<file path="src/rtl/ps2_rx_ctrl_if.sv">
// Holding-register side of the PS/2 receiver: byte, write strobe,
// error pulse and frame-in-progress flag.
interface ps2_rx_ctrl_if;
    logic [7:0] reg_data;
    logic       reg_ena;
    logic       frame_err;
    logic       busy;

    modport master (output reg_data, output reg_ena, output frame_err, output busy);
    modport slave  (input  reg_data, input  reg_ena, input  frame_err, input  busy);
endinterface

</file>
<file path="src/rtl/ps2_rx_ctrl.sv">
// PS/2 receive controller: synchronizes the raw lines, assembles an
// 11-bit frame on PS/2 clock falls, checks odd parity and stop, and
// writes good bytes into the downstream holding register.
module ps2_rx_ctrl #(
    parameter int TIMEOUT_CYCLES = 100000,
    parameter int TO_W           = 17
) (
    input  logic            clk,
    input  logic            rst,
    input  logic            ps2_clk,
    input  logic            ps2_data,
    input  logic            rx_en,
    ps2_rx_ctrl_if.master   hreg
);
    typedef enum logic [1:0] {IDLE, RECV, CHECK} state_t;

    localparam logic [TO_W-1:0] TO_LIM = TO_W'(TIMEOUT_CYCLES - 1);

    // Synchronizers reset high so the idle-high lines never show a false fall.
    logic clk_s1_q, clk_s2_q, clk_prev_q;
    logic dat_s1_q, dat_s2_q;

    state_t          state_q, state_d;
    logic [3:0]      bit_cnt_q, bit_cnt_d;
    logic [7:0]      shift_q, shift_d;
    logic            par_q, par_d;
    logic            stop_q, stop_d;
    logic [TO_W-1:0] to_q, to_d;
    logic [7:0]      reg_data_q, reg_data_d;
    logic            reg_ena_q, reg_ena_d;
    logic            frame_err_q, frame_err_d;

    logic fall;
    logic dbit;

    assign fall = clk_prev_q & ~clk_s2_q;
    assign dbit = dat_s2_q;

    // Two-flop synchronizers plus a delayed copy of the synced clock for edge detect.
    always_ff @(posedge clk) begin
        if (rst) begin
            clk_s1_q   <= 1'b1;
            clk_s2_q   <= 1'b1;
            clk_prev_q <= 1'b1;
            dat_s1_q   <= 1'b1;
            dat_s2_q   <= 1'b1;
        end else begin
            clk_s1_q   <= ps2_clk;
            clk_s2_q   <= clk_s1_q;
            clk_prev_q <= clk_s2_q;
            dat_s1_q   <= ps2_data;
            dat_s2_q   <= dat_s1_q;
        end
    end

    // FSM and datapath state register.
    always_ff @(posedge clk) begin
        if (rst) begin
            state_q     <= IDLE;
            bit_cnt_q   <= '0;
            shift_q     <= '0;
            par_q       <= 1'b0;
            stop_q      <= 1'b0;
            to_q        <= '0;
            reg_data_q  <= '0;
            reg_ena_q   <= 1'b0;
            frame_err_q <= 1'b0;
        end else begin
            state_q     <= state_d;
            bit_cnt_q   <= bit_cnt_d;
            shift_q     <= shift_d;
            par_q       <= par_d;
            stop_q      <= stop_d;
            to_q        <= to_d;
            reg_data_q  <= reg_data_d;
            reg_ena_q   <= reg_ena_d;
            frame_err_q <= frame_err_d;
        end
    end

    // Next state: frame assembly on falls, inter-edge timeout, one-cycle check.
    always_comb begin
        state_d     = state_q;
        bit_cnt_d   = bit_cnt_q;
        shift_d     = shift_q;
        par_d       = par_q;
        stop_d      = stop_q;
        to_d        = to_q;
        reg_data_d  = reg_data_q;
        reg_ena_d   = 1'b0;
        frame_err_d = 1'b0;
        case (state_q)
            IDLE: begin
                if (rx_en && fall && !dbit) begin
                    state_d   = RECV;
                    bit_cnt_d = '0;
                    to_d      = '0;
                end
            end
            RECV: begin
                if (!rx_en) begin
                    // Silent abort: the frame is simply dropped.
                    state_d = IDLE;
                end else if (fall) begin
                    to_d      = '0;
                    bit_cnt_d = bit_cnt_q + 4'd1;
                    if (bit_cnt_q < 4'd8) begin
                        shift_d = {dbit, shift_q[7:1]};
                    end else if (bit_cnt_q == 4'd8) begin
                        par_d = dbit;
                    end else begin
                        stop_d  = dbit;
                        state_d = CHECK;
                    end
                end else if (to_q == TO_LIM) begin
                    frame_err_d = 1'b1;
                    state_d     = IDLE;
                end else begin
                    to_d = to_q + 1'b1;
                end
            end
            CHECK: begin
                state_d = IDLE;
                if ((^{shift_q, par_q}) && stop_q) begin
                    reg_data_d = shift_q;
                    reg_ena_d  = 1'b1;
                end else begin
                    frame_err_d = 1'b1;
                end
            end
            default: state_d = IDLE;
        endcase
    end

    assign hreg.reg_data  = reg_data_q;
    assign hreg.reg_ena   = reg_ena_q;
    assign hreg.frame_err = frame_err_q;
    assign hreg.busy      = (state_q != IDLE);
endmodule

</file>
<file path="src/flat_wrapper.sv">
// flat-port wrapper written by rule: the top's interface ports become plain ports
module ps2_rx_ctrl_flat 
#(
    parameter int TIMEOUT_CYCLES = 100000,
    parameter int TO_W           = 17
)
  (clk, rst, ps2_clk, ps2_data, rx_en, hreg_reg_data, hreg_reg_ena, hreg_frame_err, hreg_busy);
  ps2_rx_ctrl_if hreg_i ();
  input  logic clk;
  input  logic rst;
  input  logic ps2_clk;
  input  logic ps2_data;
  input  logic rx_en;
  output wire logic [$bits(hreg_i.reg_data)-1:0] hreg_reg_data;
  output wire logic [$bits(hreg_i.reg_ena)-1:0] hreg_reg_ena;
  output wire logic [$bits(hreg_i.frame_err)-1:0] hreg_frame_err;
  output wire logic [$bits(hreg_i.busy)-1:0] hreg_busy;
  assign hreg_reg_data = hreg_i.reg_data;
  assign hreg_reg_ena = hreg_i.reg_ena;
  assign hreg_frame_err = hreg_i.frame_err;
  assign hreg_busy = hreg_i.busy;
  ps2_rx_ctrl #(.TIMEOUT_CYCLES(TIMEOUT_CYCLES), .TO_W(TO_W)) u_core (.clk(clk), .rst(rst), .ps2_clk(ps2_clk), .ps2_data(ps2_data), .rx_en(rx_en), .hreg(hreg_i));
endmodule
</file>
<file path="config.mk">
export PLATFORM = sky130hd
export DESIGN_NAME = ps2_rx_ctrl_flat
export DESIGN_NICKNAME = d
export VERILOG_FILES = /design/src/rtl/ps2_rx_ctrl_if.sv /design/src/rtl/ps2_rx_ctrl.sv /design/src/flat_wrapper.sv
export SDC_FILE = /design/constraint.sdc
export NUM_CORES = 1
export LEC_CHECK = 0
export ABC_AREA = 1
export CORE_MARGIN = 4
export CORE_UTILIZATION = 50
export DETAILED_ROUTE_END_ITERATION = 10
export HOLD_SLACK_MARGIN = 0.12
export PLACE_DENSITY = 0.72
export SYNTH_ARGS = -nofsm -noshare
export SYNTH_HDL_FRONTEND = slang
export SYNTH_SLANG_ARGS = --single-unit
</file>
<file path="constraint.sdc">
create_clock -name clk -period 1.9 [get_ports clk]
set_clock_uncertainty 0.2 [all_clocks]
set_input_delay 0.38 -clock clk [delete_from_list [all_inputs] [get_ports clk]]
set_output_delay 0.38 -clock clk [all_outputs]
set_load 0.005 [all_outputs]
</file>
==> run metrics, run 1 <==
crit path cell chain=inv_4, ha_4, nand2_1, inv_2, a21oi_4, nor2_4, buf_6, nand2_8, or2_2, a21oi_2; sequential area share after synthesis=roughly two fifths; first drt pass iteration count=4; Post-Synthesis Cells=about 370; initial cell density of the core=between 50% and 60%; number of nets still failing antenna checks after routing=0; kind of cell with the highest combined delay on the critical path=simple AND/OR/NAND/NOR gates; maximum number of buffers from clock root to sink=2; area growth from synthesis to final layout=29.9%; area share of the largest cell type after synthesis=about two fifths; setup-violating endpoint count in the final report=0; CTS Buf Count=5; Final Slew Violations=0; type of element launching the critical path=flip-flop; overall routing resource usage=between 20% and 30%; Synthesized Nets=roughly 380; master cell of the clock root buffer=sky130_fd_sc_hd__clkbuf_8; number of standard cells in the final layout excluding fillers=about 480; average wire length per cell after detail routing=12.5 um; Post-Synthesis Mean Instance Area=between 6 and 7 um2; maximum frequency from static timing analysis=0.536 GHz; number of inserted diodes=0; number of antenna violations at the first check in global routing=0; pin count of the biggest net entering global routing=29; Final Hold Vio Count=0; Fin Setup TNS=0 ns; worst hold slack=approximately 0.22 ns; full die area=just over 0.006 mm2; share of synthesized flip-flops with an asynchronous set or reset=0%; height of the die=approximately 78 um; total standard cell area after synthesis=roughly 0.0025 mm2; cell count after placement=about 470; final wirelength=6.00 mm; Pwr Total=about 2.1 mW; run status=completed; via count of the first global-routing pass=approximately 2400; leading area contributor after synthesis=sky130_fd_sc_hd__dfxtp_1; Final min period=between 1.5 and 2 ns; Skew-Pair Late Insertion Delay=roughly 0.3 ns; I/O pin cnt=16; Horiz. Die Dim=a little under 80 um; Seq cells post-synth=48; highest fanout seen on the critical path=5; unrepaired setup endpoints after global routing=yes; final RePlAce weighted congestion=approximately 0.9; sink count of the clock tree=between 40 and 50; maximum cell stage delay along the critical path=about 0.34 ns; Worst setup EP type=flip-flop; Crit Path Class=flip-flop to flip-flop; total power divided by cell area=approximately 660 mW/mm2; data arrival time of the critical path=between 1.5 and 2 ns; Max Cap Viol=0; top-count cell post-synth=sky130_fd_sc_hd__nand2_1; overall via count from detail_route=2450; most instantiated cells after synthesis=86 x sky130_fd_sc_hd__nand2_1, 48 x sky130_fd_sc_hd__dfxtp_1, 47 x sky130_fd_sc_hd__inv_1; worst slew margin relative to its limit=approximately 78%; critical path's slowest cell=sky130_fd_sc_hd__dfxtp_2; IR drop worst, VDD=524 uV; EDFF count, synth=0; via density per instance=between 5 and 6; initial drt markers=approximately 140; classification of the worst-slack hold path=flip-flop to flip-flop; H-Tree Depth=2; leading register cell type out of synthesis=sky130_fd_sc_hd__dfxtp_1; cells taking the most area after synthesis=sky130_fd_sc_hd__dfxtp_1 39%, sky130_fd_sc_hd__nand2_1 13%, sky130_fd_sc_hd__inv_1 7.1%; buffers added on ports=15; placeable core area=roughly 0.0048 mm2; final net count=around 420; estimated wirelength of the detail-placed design=approximately 4.0 mm; number of distinct standard cells referenced by the synthesized netlist=31; count of synthesis-stage warnings from yosys=0; number of remaining DRC errors=0; worst path bufs/invs=3; clock transition time at the flip-flop clock pins of the worst setup and hold paths=around 0.090 ns; Placement Rows=25; share of the cycle needed by the critical path after routing=around 100%; transition time of the tightest slew-check pin=approximately 0.33 ns; required time worst endpoint=between 1.5 and 2 ns; first-pass GRT wire length=between 9 and 10 mm; share of final-layout standard cells stronger than drive strength 1=between 20% and 30%; clock tree from TritonCTS=done; Util after Layout=between 60% and 70%; Congestion Overflow GR=0; static leakage=1.30 nW
==> power by group <==
part           internal, mW  switching, mW
Sequential             1.02         0.0122
Clock                 0.390          0.354
Combinational         0.142          0.201
==> worst paths after layout <==
kind	startpoint	end	slack, ns	depth (start not counted)
worst max register to register	u_core.state_q[1]	u_core.to_q[0]	0.03	10
worst min register to register	u_core.dat_s1_q	u_core.dat_s2_q	0.22	1
worst min-delay path	u_core.dat_s1_q	u_core.dat_s2_q	0.22	1
worst max-delay path	u_core.state_q[1]	u_core.to_q[0]	0.03	10
==> stage by stage <==
stage / worst slack [ns] / instance area, um2
floorplan: 0.0651 / 2470
global placement: -0.221 / 2900
detailed placement: -0.273 / 2900
CTS: 0.0102 / 3050
global route: -0.0340 / 3210
finish: 0.0339 / 3210
==> layout make-up <==
class	instances	area, um2
Inverter	50	193
Sequential cell	48	970
Tap cell	67	83.8
Clock inverter	3	42.5
Clock buffer	5	68.8
Timing Repair Buffer	46	397
Fill cell	415	1540
Multi-Input combinational cell	262	1460
==> layout by cell type (no fill, tap or decap), drive strengths merged <==
cell type and n:
buf 31, nor4 2, clkbuf 6, inv 50, clkinvlp 1, xor2 1
dfxtp 48, nand3 30, o22ai 1, a311oi 1, nor2 54, nand2 94
dlymetal6s2s 1, nand3b 1, o21ai 13, nor3b 2, a31oi 1, nor3 8
clkinv 1, xnor2 1, ha 6, a21oi 30, nand4 10, or2 6
clkdlybuf4s50 13, o211ai 1, bufinv 1
==> cell families (layout without fill, tap and decap cells) <==
family | after synthesis | after routing | synth area share, %
compound gates | 47 | 47 | 9.86
xor+xnor | 2 | 2 | 0.708
fa+ha+maj | 6 | 6 | 3.03
buf+inv | 59 | 104 | 9.61
flops | 48 | 48 | 38.8
simple gates | 205 | 207 | 37.9
==> repair_timing <==
item | CTS | global route
resized for setup | 12 | 39
setup endpoints to repair | 21 | 39
hold endpoints to repair | 0 | 0
gates cloned | 0 | 2
hold buffers | 0 | 0
setup buffers | 0 | 0
pin swaps | 0 | 8
==> state kept, by name, indices dropped and copies added, names as in the netlist <==
register and cells:
u_core.clk_s2_q 1, u_core.hreg.reg_ena 1, u_core.par_q 1, u_core.bit_cnt_q 4
u_core.dat_s2_q 1, u_core.to_q 17, u_core.stop_q 1, u_core.clk_prev_q 1
u_core.hreg.reg_data 8, u_core.state_q 2, u_core.clk_s1_q 1, u_core.shift_q 8
u_core.dat_s1_q 1, u_core.hreg.frame_err 1
==> per-layer routing <==
metal  vias to the layer above  track usage (%)  part of all wire [%]
li1                       1266                -                     -
met1                      1121             23.4                    45
met2                        55             34.4                    49
met3                         8             5.73                   4.1
met4                         0             8.74                   1.8
met5                         -                0                     0
(Power assumes the default switching activity.)
==> run 2, diff against run 1 <==
--- a/config.mk
+++ b/config.mk
@@ -9,6 +9,7 @@
 export CORE_MARGIN = 4
 export CORE_UTILIZATION = 50
 export DETAILED_ROUTE_END_ITERATION = 10
+export GPL_ROUTABILITY_DRIVEN = 0
 export HOLD_SLACK_MARGIN = 0.12
 export PLACE_DENSITY = 0.72
 export SYNTH_ARGS = -nofsm -noshare
==> results of run 2 <==
Final layout, timing and power as in run 1 (identical DEF).
==> run 3, diff against run 2 <==
--- a/config.mk
+++ b/config.mk
@@ -9,9 +9,11 @@
 export CORE_MARGIN = 4
 export CORE_UTILIZATION = 50
 export DETAILED_ROUTE_END_ITERATION = 10
+export DONT_BUFFER_PORTS = 1
 export GPL_ROUTABILITY_DRIVEN = 0
 export HOLD_SLACK_MARGIN = 0.12
-export PLACE_DENSITY = 0.72
+export PLACE_DENSITY = 0.68
+export SKIP_CTS_REPAIR_TIMING = 1
 export SYNTH_ARGS = -nofsm -noshare
 export SYNTH_HDL_FRONTEND = slang
 export SYNTH_SLANG_ARGS = --single-unit
==> run 3 against run 2 <==
  * Routed wire length down 8.1%
  * Via count is 5.1% lower
  * Sequential share of layout area grew 2.2 points
  * Core utilization shrank 4.7 points
  * Global-route usage decreased by 2.0 points
  * Non-clock buffer count down 20
  * Flip-flop and latch count unchanged
==> run metrics, run 3 (synthesized netlist as in run 1, its figures left out) <==
max reg flops=17 (unchanged); number of remaining DRC errors=0 (unchanged); Worst setup EP type=flip-flop; Final Hold Vio Count=0 (unchanged); highest fanout seen on the critical path=6 (+1); I/O pin cnt=16 (unchanged); static leakage=1.17 nW (-9.5%); share of the cycle needed by the critical path after routing=96.4% (-1.9 points); cell area after layout=0.00299 mm2 (-6.9%); Crit Path Class=flip-flop to flip-flop; first-pass GRT wire length=8.96 mm (-9.9%); power share of the clock group=36.9% (+1.8 points); CTS Buf Count=5 (unchanged); Max Cap Viol=0 (unchanged); Final Slew Violations=0 (unchanged); sequential cell fraction of total power=49.5% (+0.8 points); average wire length per cell after detail routing=12.0 um (-4.0%); area growth from synthesis to final layout=20.9%; via density per instance=5.05 (-0.81%); Congestion Overflow GR=0 (unchanged); most frequent standard cell in the layout excluding fill and tap cells=sky130_fd_sc_hd__nand2_1; cell area reported after detailed placement=0.00267 mm2 (-8.0%); share of final-layout standard cells stronger than drive strength 1=21.1% (-1.6 points); Placement Rows=25 (unchanged); Skew-Pair Late Insertion Delay=0.30 ns (about the same); Horiz. Die Dim=78.3 um (unchanged); overall routing resource usage=18.2% (-2.0 points); number of nets still failing antenna checks after routing=0 (unchanged); type of element launching the critical path=flip-flop; data arrival time of the critical path=1.87 ns (-0.03 ns); final wirelength=5.51 mm (-8.1%); WHS Path Cells=1 (unchanged); buffers added on ports=0 (-15); pin count of the biggest net entering global routing=29 (unchanged); number of antenna violations at the first check in global routing=0 (unchanged); maximum frequency from static timing analysis=0.546 GHz (+1.9%); run status=completed; classification of the worst-slack hold path=flip-flop to flip-flop; reported net switching power=0.528 mW (-6.9%); number of inserted diodes=0 (unchanged); via count of the first global-routing pass=2105 (-11%); placeable core area=0.00475 mm2 (unchanged); Fin Setup TNS=0 ns (unchanged); sink count of the clock tree=48 (unchanged); cell internal power dissipation=1.56 mW (+0.48%); first drt pass iteration count=4 (unchanged); clock transition time at the flip-flop clock pins of the worst setup and hold paths=0.09 ns (about the same); setup-violating endpoint count in the final report=0 (unchanged); transition time of the tightest slew-check pin=0.454 ns (+0.128 ns); maximum number of buffers from clock root to sink=2 (unchanged); Largest Register=u_core.to_q; combinational power share=13.6% (-2.6 points); master cell of the clock root buffer=sky130_fd_sc_hd__clkbuf_8; initial drt markers=85 (-37%); path depth of the worst reg2reg path=9 (-1); IR drop worst, VDD=575 uV (+9.7%); height of the die=78.3 um (unchanged); H-Tree Depth=2 (unchanged); worst slew margin relative to its limit=69.6% (-8.4 points); total power divided by cell area=698 mW/mm2 (+5.8%); estimated wirelength of the detail-placed design=3.85 mm (-4.6%); commonest cells after routing, fill and taps aside=82 x sky130_fd_sc_hd__nand2_1, 44 x sky130_fd_sc_hd__nor2_1, 42 x sky130_fd_sc_hd__inv_1, 41 x sky130_fd_sc_hd__dfxtp_1, 29 x sky130_fd_sc_hd__nand3_1; initial cell density of the core=52.0% (unchanged); required time worst endpoint=1.94 ns (about the same); overall via count from detail_route=2324 (-5.1%); Sw Share=25.3% (-1.5 points); Final min period=1.83 ns (-0.0353 ns); final net count=403 (-5.0%); clock tree from TritonCTS=done; full die area=0.00614 mm2 (unchanged)
run 3: metal layers:
| metal | GRT usage [%] | up-vias | wire length, um |
|---|---|---|---|
| li1 | - | 1226 | - |
| met5 | 0 | - | 0 |
| met3 | 4.24 | 13 | 264 |
| met1 | 20.7 | 1041 | 2430 |
| met4 | 7.34 | 0 | 132 |
| met2 | 32.5 | 44 | 2680 |
run 3: stage by stage:
stage                     std cells  hold WS (ns)  utilization [%]  power (mW)  setup slack [ns]
final                           460         0.214             62.9        2.09            0.0692
after global routing            460         0.239             62.9        2.19           -0.0402
after CTS                       453       -0.0758             58.7        2.05            -0.135
after detailed placement        445         0.194             56.2        1.27           -0.0492
after global placement          445         0.191             56.2        1.27           -0.0281
after floorplan                 367         0.189                -        1.21            0.0651
run 3: cell type report:
cell class                      instances  area, um2
Sequential cell                        48        970
Tap cell                               67       83.8
Clock inverter                          2       38.8
Inverter                               50        190
Timing Repair Buffer                   26        219
Multi-Input combinational cell        261       1410
Fill cell                             425       1760
Clock buffer                            6       82.6
run 3: critical path, cell delays in order (launching register included):
cell and delay [ns]:
sky130_fd_sc_hd__dfxtp_2 0.36, sky130_fd_sc_hd__inv_4 0.05, sky130_fd_sc_hd__ha_4 0.17, sky130_fd_sc_hd__inv_1 0.11, sky130_fd_sc_hd__a21oi_2 0.08, sky130_fd_sc_hd__nor2_4 0.13, sky130_fd_sc_hd__nand2_4 0.11, sky130_fd_sc_hd__buf_6 0.15
sky130_fd_sc_hd__or2_2 0.28, sky130_fd_sc_hd__a21oi_2 0.11
run 3: worst paths after layout:
| path | start | endpoint | slack (ns) |
|---|---|---|---|
| setup / recovery | u_core.state_q[1] | u_core.to_q[0] | 0.07 |
| hold / removal | u_core.dat_s1_q | u_core.dat_s2_q | 0.21 |
| setup reg to reg | u_core.state_q[1] | u_core.to_q[0] | 0.07 |
| hold reg to reg | u_core.dat_s1_q | u_core.dat_s2_q | 0.21 |
run 3: power groups by stage:
stage	Clock, mW	Combinational [mW]	Sequential (mW)
global placement	0	0.213	1.05
CTS	0.802	0.216	1.03
floorplan	0	0.164	1.05
detailed placement	0	0.215	1.05
global route	0.846	0.313	1.04
finish	0.771	0.283	1.03
